===== config.mk =====
export PLATFORM = sky130hd
export DESIGN_NAME = mod_n_counter_flat
export DESIGN_NICKNAME = d
export VERILOG_FILES = /design/src/rtl/mod_n_counter_pkg.sv /design/src/rtl/mod_n_counter_if.sv /design/src/rtl/mod_n_counter_tick_gen.sv /design/src/rtl/mod_n_counter.sv /design/src/flat_wrapper.sv
export SDC_FILE = /design/constraint.sdc
export NUM_CORES = 1
export LEC_CHECK = 0
export CAP_MARGIN = 20
export CORE_MARGIN = 2
export CORE_UTILIZATION = 40
export CTS_CLUSTER_SIZE = 30
export DETAILED_ROUTE_END_ITERATION = 8
export GPL_TIMING_DRIVEN = 0
export HOLD_SLACK_MARGIN = 0.08
export PLACE_DENSITY = 0.59
export REMOVE_ABC_BUFFERS = 1
export SLEW_MARGIN = 20
export SYNTH_ARGS = -nofsm -noshare
export SYNTH_HDL_FRONTEND = slang
export SYNTH_SLANG_ARGS = --single-unit

===== constraint.sdc =====
create_clock -name clk -period 4.1 [get_ports clk]
set_input_delay 0.82 -clock clk [delete_from_list [all_inputs] [get_ports clk]]
set_output_delay 0.82 -clock clk [all_outputs]
set_load 0.02 [all_outputs]

===== src/rtl/mod_n_counter_pkg.sv =====
// +---------------------------------------------------------------------+
// | mod_cnt_pkg : shared state encoding and reset constants             |
// | Rev 1.0                                                             |
// +---------------------------------------------------------------------+
`default_nettype none

package mod_cnt_pkg;

  typedef enum logic [0:0] {
    IDLE = 1'b0,
    RUN  = 1'b1
  } state_t;

  localparam int unsigned MIN_MOD   = 1;
  localparam state_t      RST_STATE = IDLE;
  localparam logic        RST_TC    = 1'b0;
  localparam logic        RST_ERR   = 1'b0;

endpackage

`default_nettype wire


===== src/rtl/mod_n_counter_if.sv =====
// +---------------------------------------------------------------------+
// | mod_n_counter_if : control and status bundle of mod_n_counter       |
// | Rev 1.0                                                             |
// +---------------------------------------------------------------------+
`default_nettype none

interface mod_n_counter_if #(
  parameter int WIDTH = 8
);

  logic             en;
  logic             start;
  logic             stop;
  logic             oneshot;
  logic             mod_load;
  logic [WIDTH-1:0] mod_val;
  logic [WIDTH-1:0] cnt;
  logic             tc;
  logic             busy;
  logic             err;

  modport master (
    output en, start, stop, oneshot, mod_load, mod_val,
    input  cnt, tc, busy, err
  );

  modport slave (
    input  en, start, stop, oneshot, mod_load, mod_val,
    output cnt, tc, busy, err
  );

endinterface

`default_nettype wire


===== src/rtl/mod_n_counter_tick_gen.sv =====
// +---------------------------------------------------------------------+
// | tick_gen : prescaler issuing one qualified tick every PRESCALE clks |
// | Rev 1.0                                                             |
// +---------------------------------------------------------------------+
`default_nettype none

module tick_gen #(
  parameter int PRESCALE = 4
) (
  input  wire logic clk,
  input  wire logic rst,
  input  wire logic clr,
  input  wire logic en,
  output logic      tick
);

  localparam int PW = (PRESCALE > 1) ? $clog2(PRESCALE) : 1;
  localparam logic [PW-1:0] c_last = PW'(PRESCALE - 1);
  localparam logic [PW-1:0] c_one  = PW'(1);

  logic [PW-1:0] r_pre;

  always_ff @(posedge clk) begin
    if (rst || clr) begin
      r_pre <= '0;
    end else if (r_pre == c_last) begin
      r_pre <= '0;
    end else begin
      r_pre <= r_pre + c_one;
    end
  end

  assign tick = en & (r_pre == c_last);

endmodule

`default_nettype wire


===== src/rtl/mod_n_counter.sv =====
// +---------------------------------------------------------------------+
// | mod_n_counter : runtime-modulus tick counter with registered tc     |
// | Optional prescaler: CLK_PRESCALE_EN.  Rev 1.0                       |
// +---------------------------------------------------------------------+
`default_nettype none

module mod_n_counter
  import mod_cnt_pkg::*;
#(
  parameter int WIDTH       = 8,
  parameter int DEFAULT_MOD = 8,
  parameter int PRESCALE    = 4
) (
  input wire logic        clk,
  input wire logic        rst,
  mod_n_counter_if.slave  bus
);

  localparam logic [WIDTH-1:0] c_one         = WIDTH'(1);
  localparam logic [WIDTH-1:0] c_default_mod = WIDTH'(DEFAULT_MOD);
  localparam logic [WIDTH-1:0] c_min_mod     = WIDTH'(MIN_MOD);

  state_t           r_state;
  state_t           w_state_next;
  logic [WIDTH-1:0] r_cnt;
  logic [WIDTH-1:0] r_active_mod;
  logic [WIDTH-1:0] r_pending;
  logic             r_pend_valid;
  logic             r_oneshot;
  logic             r_tc;
  logic             r_err;

  logic [WIDTH-1:0] w_cnt_next;
  logic [WIDTH-1:0] w_mod_next;
  logic [WIDTH-1:0] w_pend_next;
  logic             w_pv_next;
  logic             w_os_next;
  logic             w_tc_next;
  logic             w_err_next;
  logic             w_tick;
  logic             w_wrap;
  logic             w_load_ok;
  logic             w_clr;

  assign w_clr = (r_state == IDLE);

`ifdef CLK_PRESCALE_EN
  tick_gen #(
    .PRESCALE (PRESCALE)
  ) u_tick_gen (
    .clk  (clk),
    .rst  (rst),
    .clr  (w_clr),
    .en   (bus.en),
    .tick (w_tick)
  );
`else
  assign w_tick = bus.en;
`endif

  // Comparing against active_mod-1 keeps N = 2^WIDTH-1 representable.
  assign w_wrap    = w_tick & (r_cnt == (r_active_mod - c_one));
  assign w_load_ok = bus.mod_load & (bus.mod_val >= c_min_mod);

  always_ff @(posedge clk) begin
    if (rst) begin
      r_state <= RST_STATE;
    end else begin
      r_state <= w_state_next;
    end
  end

  always_comb begin
    w_state_next = r_state;
    case (r_state)
      IDLE: begin
        if (bus.start && !bus.stop) begin
          w_state_next = RUN;
        end
      end
      RUN: begin
        if (bus.stop || (w_wrap && r_oneshot)) begin
          w_state_next = IDLE;
        end
      end
      default: w_state_next = IDLE;
    endcase
  end

  always_comb begin
    w_cnt_next  = r_cnt;
    w_tc_next   = 1'b0;
    w_mod_next  = r_active_mod;
    w_pend_next = r_pending;
    w_pv_next   = r_pend_valid;
    w_os_next   = r_oneshot;
    w_err_next  = r_err | (bus.mod_load & ~w_load_ok);
    case (r_state)
      IDLE: begin
        w_cnt_next = '0;
        if (w_load_ok) begin
          w_mod_next = bus.mod_val;
        end
        if (bus.start && !bus.stop) begin
          w_os_next = bus.oneshot;
        end
      end
      RUN: begin
        // A stop on a wrap cycle swallows the whole wrap, including its tc.
        if (bus.stop) begin
          w_cnt_next = '0;
        end else if (w_wrap) begin
          w_cnt_next = '0;
          w_tc_next  = 1'b1;
          if (r_pend_valid) begin
            w_mod_next = r_pending;
            w_pv_next  = 1'b0;
          end
        end else if (w_tick) begin
          w_cnt_next = r_cnt + c_one;
        end
        if (w_load_ok) begin
          w_pend_next = bus.mod_val;
          w_pv_next   = 1'b1;
        end
      end
      default: w_cnt_next = '0;
    endcase
  end

  always_ff @(posedge clk) begin
    if (rst) begin
      r_cnt        <= '0;
      r_tc         <= RST_TC;
      r_active_mod <= c_default_mod;
      r_pending    <= '0;
      r_pend_valid <= 1'b0;
      r_oneshot    <= 1'b0;
      r_err        <= RST_ERR;
    end else begin
      r_cnt        <= w_cnt_next;
      r_tc         <= w_tc_next;
      r_active_mod <= w_mod_next;
      r_pending    <= w_pend_next;
      r_pend_valid <= w_pv_next;
      r_oneshot    <= w_os_next;
      r_err        <= w_err_next;
    end
  end

  assign bus.cnt  = r_cnt;
  assign bus.tc   = r_tc;
  assign bus.busy = (r_state == RUN);
  assign bus.err  = r_err;

endmodule

`default_nettype wire


===== src/flat_wrapper.sv =====
// flat-port wrapper written by rule: the top's interface ports become plain ports
module mod_n_counter_flat import mod_cnt_pkg::*;
#(
  parameter int WIDTH       = 8,
  parameter int DEFAULT_MOD = 8,
  parameter int PRESCALE    = 4
)
  (clk, rst, bus_en, bus_start, bus_stop, bus_oneshot, bus_mod_load, bus_mod_val, bus_cnt, bus_tc, bus_busy, bus_err);
  mod_n_counter_if #(.WIDTH(WIDTH)) bus_i ();
  input wire logic clk;
  input wire logic rst;
  input wire logic [$bits(bus_i.en)-1:0] bus_en;
  input wire logic [$bits(bus_i.start)-1:0] bus_start;
  input wire logic [$bits(bus_i.stop)-1:0] bus_stop;
  input wire logic [$bits(bus_i.oneshot)-1:0] bus_oneshot;
  input wire logic [$bits(bus_i.mod_load)-1:0] bus_mod_load;
  input wire logic [$bits(bus_i.mod_val)-1:0] bus_mod_val;
  output wire logic [$bits(bus_i.cnt)-1:0] bus_cnt;
  output wire logic [$bits(bus_i.tc)-1:0] bus_tc;
  output wire logic [$bits(bus_i.busy)-1:0] bus_busy;
  output wire logic [$bits(bus_i.err)-1:0] bus_err;
  assign bus_i.en = bus_en;
  assign bus_i.start = bus_start;
  assign bus_i.stop = bus_stop;
  assign bus_i.oneshot = bus_oneshot;
  assign bus_i.mod_load = bus_mod_load;
  assign bus_i.mod_val = bus_mod_val;
  assign bus_cnt = bus_i.cnt;
  assign bus_tc = bus_i.tc;
  assign bus_busy = bus_i.busy;
  assign bus_err = bus_i.err;
  mod_n_counter #(.WIDTH(WIDTH), .DEFAULT_MOD(DEFAULT_MOD), .PRESCALE(PRESCALE)) u_core (.clk(clk), .rst(rst), .bus(bus_i));
endmodule

# After elaboration in Yosys (flattened, before gate mapping)
# Cells that the tools add are included.
[totals] inputBits=15 word_cells=50 ff_bits=29
[classes] n_eq_ne=7 n_addsub=2 n_bitwise=6 n_lt_le_gt_ge=1 n_mux=16 reduce_logical=10
[ops] cell="2-to-1 mux 8 bit" n=7
[ops] cell="case mux 8 bit (2 select lines)" n=2
[ops] cell="adder 8 x 1 -> 8 bit (second input constant)" n=1
[ops] cell="equality test 8 bit" n=1
[ops] cell="greater-or-equal comparator 8 x 1 -> 1 bit (second input constant)" n=1
[ops] cell="subtractor 8 x 1 -> 8 bit (second input constant)" n=1
[ops] cell="2-to-1 mux 1 bit" n=6
[ops] cell="inequality test 2 bit (second input constant)" n=3
[ops] cell="inequality test 2 x 1 -> 1 bit (second input constant)" n=2
[ops] cell="inequality test 4 bit (second input constant)" n=1
[ops] cell="AND reduction 2 bit" n=2
[ops] cell="AND reduction 4 bit" n=1
[ops] cell="AND 1 bit" n=3
[ops] cell="AND reduction 3 bit" n=1
[ops] cell="OR reduction 3 bit" n=1
[ops] cell="logical AND 1 bit" n=2
[ops] cell="NOT 1 bit" n=2
[ops] cell="case mux 1 bit (2 select lines)" n=1
[ops] cell="nonzero test 2 bit" n=1
[ops] cell="zero test 1 bit" n=1
[ops] cell="logical OR 1 bit" n=1
[ops] cell="OR 1 bit" n=1

# Logic depth before layout (Yosys ltp)
[logic_depth] word_depth=7 mapped_depth=8 mapped_depth_nobuf=8

# Least setup slack after synthesis
# No wires, ideal clock.
[synth_timing] kind="flip-flop to flip-flop" startpoint="register u_core.r_cnt[7], in the netlist u_core.bus.cnt[7]" endpoint="register u_core.r_cnt[6], in the netlist u_core.bus.cnt[6]" path_buffers=1 t_arrival_ns=1.877 stages_incl_launch_ff=8 synth_period_minus_slack_ns=1.993 slack_ns=2.107 required_ns=3.984 cell_sequence="dfxtp_1 xnor2_1 or4b_1 o211ai_2 a31o_4 buf_8 a22oi_1 a31o_1"
[synth_via] elab_chain_cells=5
[synth_lines] item="start, declared" line_no="mod_n_counter.sv:25" text="logic [WIDTH-1:0] r_cnt;"
[synth_lines] item="start signal, assigned" line_no="mod_n_counter.sv:141" text="r_cnt <= w_cnt_next;"
[synth_lines] item="equality test 8 bit (*)" line_no="mod_n_counter.sv:62" text="assign w_wrap = w_tick & (r_cnt == (r_active_mod - c_one));"
[synth_lines] item="AND 1 bit (*)" line_no="mod_n_counter.sv:62"
[synth_lines] item="2-to-1 mux 8 bit" line_no="mod_n_counter.sv:112" text="end else if (w_wrap) begin"
[synth_lines] item="2-to-1 mux 8 bit" line_no="mod_n_counter.sv:110" text="if (bus.stop) begin"
[synth_lines] item="case mux 8 bit (2 select lines)" line_no="mod_n_counter.sv:98" text="case (r_state)"
# Every way passes the cells marked *; elsewhere a longest branch is shown, timed or not.
# A chain may end at the register's enable or synchronous reset.

# Final worst setup path
[layout_timing] startpoint="register u_core.r_state, in the netlist u_core.bus.busy" endpoint="output bus_busy"
[layout_rtl] item="start, declared" line_no="mod_n_counter.sv:23" text="state_t r_state;"
[layout_rtl] item="start signal, assigned" line_no="mod_n_counter.sv:69" text="r_state <= w_state_next;"
[layout_rtl] item="end, declared" line_no="flat_wrapper.sv:20" text="output wire logic [$bits(bus_i.busy)-1:0] bus_busy;"
# No word-level cell between the ends.

==> impl_metrics.yaml <==
run_status:
  outcome: "finished, final reports clean"
worst_setup_path:
  worstPathMaxFanout: 24
  arrival_ns: 1.97
  critPathRequiredTime_ns: 3.28
  critPathBufInv: 1
  cp_cell_sequence: "clkdlybuf4s50_1"
  cpLargestDelayFamily: "flip-flops"
  slowest_delay_ns: 0.92
  start_kind: "flop"
  cp_slowest_cell: "dfxtp_1"
  end_kind: "output pin"
  crit_type: "flop to output pin"
die:
  start_util_pct: 41.7
  coreArea_um2: 4030
  pin_count: 26
  die_area_um2: 4740
  die_h_um: 68.8
  row_count: 23
  die_x_um: 68.8
placement:
  placed_area_um2: 1920
  hpwl_mm: 2.79
  gp_congestion: 0.798
  port_buffers: 25
logic_synthesis:
  ys_seq_elements: 29
  syn_area_per_cell_um2: 8.62
  synth_edf_count: 0
  synth_ff_type: "dfxtp_1"
  synthArstFlopShare_pct: 0
  yosysWarnings: 0
  syn_area_um2: 1680
  synthCells: 195
  yosysSeqAreaShare_pct: 34.5
  synth_cell_types: 50
timing:
  period_minus_slack_ns: 2.79
  hold_violations: 0
  post-route-period-util_pct: 68.0
  max_freq_mhz: 359
  drv_slew: 0
  worst_pin_slew_ns: 0.921
  final-setup-viol-count: 0
  fin_skew_ns: 0.00660
  slew_headroom_pct: 38.5
  grt_setup_unrepaired: "no"
  fin_setup_tns_ns: 0
  hold-worst-slack_ns: 0.456
finish:
  synthToLayoutAreaGrowth_pct: 20.3
  final_cell_area_um2: 2020
  multi_input_area_um2: 1010
  antenna_cells: 0
  fillers: 406
  nets: 234
  layout-drive-gt1-share_pct: 8.26
  final_common_cell: "dfxtp_1"
  ff_latch_area_um2: 581
  mostFrequentLayoutCells: "dfxtp_1 (29), clkdlybuf4s50_1 (25), nand2_1 (19), a21oi_1 (16), nand3_1 (16)"
power:
  ir_drop_uv: 178
  p_leak_nw: 0.698
  power.share.combinational_pct: 15.4
  p_sw_mw: 0.179
  pwr-share-clk_pct: 38.7
  power_frac_seq_pct: 45.9
  power_density_nw_per_um2: 331
  sw_frac_of_total_pct: 26.8
  total_power_mw: 0.668
  p_int_mw: 0.489
grt:
  grt_max_degree: 26
  grt_pass1_vias: 1439
  track_usage_pct: 18.2
  antenna_found_initial: 0
  grt-ovfl-total: 0
  grt_pass1_wl_mm: 6.49
clock_network:
  clock_sinks: 29
  cts_tree: "yes"
  cts_root_buf: "clkbuf_8"
  clk_pin_slew_worst_paths_ns: 0.06
  clockBufferDepth: 2
  numCtsBuffers: 5
  clock_latency_ns: 0.28
  holdBufCountCts: 0
  cts_setup_buffers: 0
  cts_resized: 0
  cts_max_level: 2
detailed_routing:
  wirelength_mm: 3.82
  drc: 0
  antenna_left: 0
  vias: 1542
  wl_per_cell_um: 14.3
  firstDrtPassIters: 5
  vias_per_cell: 5.75
  drt-initial-drc-count: 102
hold_path:
  hp-class: "flop to flop"
flow_run:
  maxCapViolCount: 0
-- metrics by stage --
step                cells  utilization, %  worst slack (ns)
detailed placement    260            47.6              1.04
global route          268            50.2              1.20
CTS                   268            50.2              1.31
floorplan             185               -              1.98
finish                268            50.2              1.31
global placement      260            47.6              1.07
-- state kept, by name (all words and copies together), names as in the netlist --
name                 flops
u_core.r_pend_valid      1
u_core.bus.err           1
u_core.bus.cnt           8
u_core.bus.tc            1
u_core.r_pending         8
u_core.bus.busy          1
u_core.r_active_mod      8
u_core.r_oneshot         1
-- final cells by class --
type                       instances  area share, %
timing repair buffer              25           12.4
sequential                        29           28.7
clock inverter                     1          0.248
multi-input combinational        152           50.0
tap                               50           3.10
clock buffer                       7           4.77
inverter                           4          0.743
-- cell usage after synthesis, types with 4 or more instances --
cell / count / share of area, %
xor2_1: 4 / 2.1
a31o_1: 4 / 2.1
dfxtp_1: 29 / 35
nor2_1: 6 / 1.3
clkbuf_1: 6 / 1.3
mux2i_1: 7 / 4.2
nand2b_1: 4 / 1.5
nor3b_1: 4 / 1.8
nand3_1: 16 / 4.8
inv_1: 4 / 0.89
a21oi_1: 16 / 4.8
nor2b_1: 7 / 2.6
a211oi_1: 14 / 6.3
nand2_1: 19 / 4.2
nor4_1: 7 / 2.6
-- power by group through the flow --
stage / registers (mW) / logic, mW / clock network (mW)
floorplan: 0.309 / 0.0643 / 0
finish: 0.307 / 0.103 / 0.259
global route: 0.308 / 0.113 / 0.278
global placement: 0.312 / 0.0993 / 0
CTS: 0.306 / 0.102 / 0.266
detailed placement: 0.313 / 0.102 / 0
-- tightest hold or removal path, delay by kind of cell, from the launching register on --
| family | cells | cell delay, ns |
|---|---|---|
| DFF | 1 | 0.31 |
| AOI/OAI and AO/OA | 1 | 0.05 |
| and+or+nand+nor | 1 | 0.05 |
-- final timing paths --
kind	startpoint	to	slack, ns	depth (start not counted)
worst max-delay path	u_core.bus.busy$_SDFF_PP0_	bus_busy	1.31	1
worst min-delay path	u_core.r_oneshot$_SDFFE_PP0P_	u_core.r_oneshot$_SDFFE_PP0P_	0.46	2
worst max register to register	u_core.r_active_mod[0]$_SDFFE_PP0P_	u_core.r_active_mod[0]$_SDFFE_PP0P_	1.75	8
worst min register to register	u_core.r_oneshot$_SDFFE_PP0P_	u_core.r_oneshot$_SDFFE_PP0P_	0.46	2
-- cell families (layout without fill, tap and decap cells) --
| group | Yosys count | in the layout | share of synthesized area [%] |
|---|---|---|---|
| flip-flops | 29 | 29 | 34.5 |
| buffers and inverters | 14 | 37 | 5.29 |
| multiplexers | 8 | 8 | 4.84 |
| AO/OA/AOI/OAI | 54 | 54 | 23.5 |
| AND/OR/NAND/NOR | 81 | 81 | 26.7 |
| XOR/XNOR | 7 | 7 | 3.65 |
| adder cells (fa/ha/maj) | 2 | 2 | 1.49 |
-- layer usage --
metal	vias to the layer above	share of wire [%]	global-route usage [%]
met3	6	4.6	4.71
li1	777	-	-
met5	-	0	0
met1	723	47	23.0
met2	36	47	29.7
met4	0	1.4	7.35
Power figures use the tool's default switching activity.
==> edit, RTL diff (same settings) <==
Build with the macro `CLK_PRESCALE_EN` defined.
--- a/src/rtl/mod_n_counter.sv
+++ b/src/rtl/mod_n_counter.sv
@@ -4,4 +4,6 @@
 // +---------------------------------------------------------------------+
 `default_nettype none
+
+`define CLK_PRESCALE_EN
 
 module mod_n_counter
Function: changed (a bounded check fails within 4 cycles, from zero or initial values and one cycle with rst high).
==> edit against the unedited design <==
Setup slack got worse by 0.13 ns; critical path type is now input port to register; area after synthesis fell by 2.1%; routed wire length decreased by 9.3%; power rose by 3.8%; clock skew down 0.0039 ns; combinational power is 21% lower; final area is 0.62% lower; critical endpoint is now u_core.r_active_mod[1]; sequential power rose by 6%; sequential cell count increased by 2.
==> edit: results (changes against the unedited design) <==
** Status
- Run status :: finished, final reports clean (unchanged)

** Global route
- The largest net degree at the start of global routing came to 30 (was 26).
- The met3 demand-to-capacity share in global routing came to 4.934% (was 4.708%).
- The overall routing resource usage was 16.46% (was 18.25%).
- Routing usage on met2 :: 27.18% (was 29.69%)
- First-pass GRT wire length :: 5644 µm (was 6492 µm)

** Final layout
- Number of fill cells :: 391 (was 406)
- The number of non-clock inverters was 3 (was 4).
- The clock distribution area overhead in the final layout was 5.109% (was 5.015%).
- Clock buffers :: 6 (was 7)
- The multi-input combinational cell count came to 157 (was 152).
- The area growth from synthesis to layout was 22.05% (was 20.25%).
- Flip-flop and latch area :: 621.8 µm² (was 580.6 µm²)
- The fraction of area in non-clock buffers is 12.46% (was 12.38%).

** Synth
- The fraction of the mapped netlist area in adder cells came to 2.281% (was 1.489%).
- Commonest cells post-synth :: dfxtp_1, nand2_1, nand3_1 (was dfxtp_1, nand2_1, a21oi_1, nand3_1, a211oi_1)
- Number of different library cells in the post-synthesis netlist :: 34 (was 50)
- Number of register bits inferred by synthesis :: 31 (was 29)
- Share of the synthesized area in the top cell type :: 37.72% (was 34.55%)
- The compound-gate portion of the synthesized area came to 12.62% (was 23.45%).
- The multiplexer share of the synthesized area is 4.867% (was 4.840%).

** Placed design
- DP Area :: 0.001904 mm² (was 0.001919 mm²)
- The routability congestion estimate from global placement was 0.7699 (was 0.7981).
- Number of cells after detailed placement :: 266 (was 260)
- Half-perimeter wire length of the detailed placement result :: 2505 µm (was 2791 µm)

** STA
- The clock skew after layout was 0.002694 ns (was 0.006599 ns).

** Hold path
- Number of cells on the worst hold path :: 1 (was 2)
- The worst hold endpoint was u_core.u_tick_gen.r_pre[0] (was u_core.r_oneshot).
- Hold_sp :: u_core.u_tick_gen.r_pre[0] (was u_core.r_oneshot)

** Routing
- DRC violation total after the first TritonRoute iteration :: 61 (was 102)
- Number of iterations in the first detailed-routing pass :: 4 (was 5)
- The total vias in the final route was 1473 (was 1542).
- Routed via count divided by cell count :: 5.396 (was 5.754)

** Power
- Worst VDD drop :: 0.0001503 V (was 0.0001778 V)

** Worst setup path
- The slowest stage cell on the critical path is nor4b_4 (was dfxtp_1).
- Reg2Reg Capture Point :: u_core.r_active_mod[1] (was u_core.r_active_mod[0])
-- edit: cell count changes after synthesis, moves of 6 or more --
cell,unedited run,this run
o21ai_0,0,10
a211oi_1,14,3
nand2_1,19,29
nor3_1,3,12
xnor2_1,3,9
-- edit: power by group --
part	internal (mW)	total, mW	switching (mW)
clock network	0.178	0.287	0.109
logic	0.0440	0.0813	0.0373
registers	0.311	0.325	0.0136
total	0.533	0.693	0.160
-- edit: through the flow --
step	hold WS (ns)	setup slack, ns
after floorplan	0.4046	1.727
after global placement	0.4152	0.9233
after detailed placement	0.4242	0.8461
after CTS	0.4335	1.145
after global routing	0.4670	0.9318
final	0.4295	1.186
-- edit: worst max-delay path: cells and delay by family --
family | cells | cell delay, ns
simple gates | 5 | 1.53
buf+inv | 1 | 0.48
compound gates | 1 | 0.27
-- edit: routing by layer --
metal / part of all wire [%] / wire length (µm)
met1: 47 / 1641
met2: 47 / 1624
met3: 4.0 / 139
met4: 1.7 / 60
met5: 0 / 0
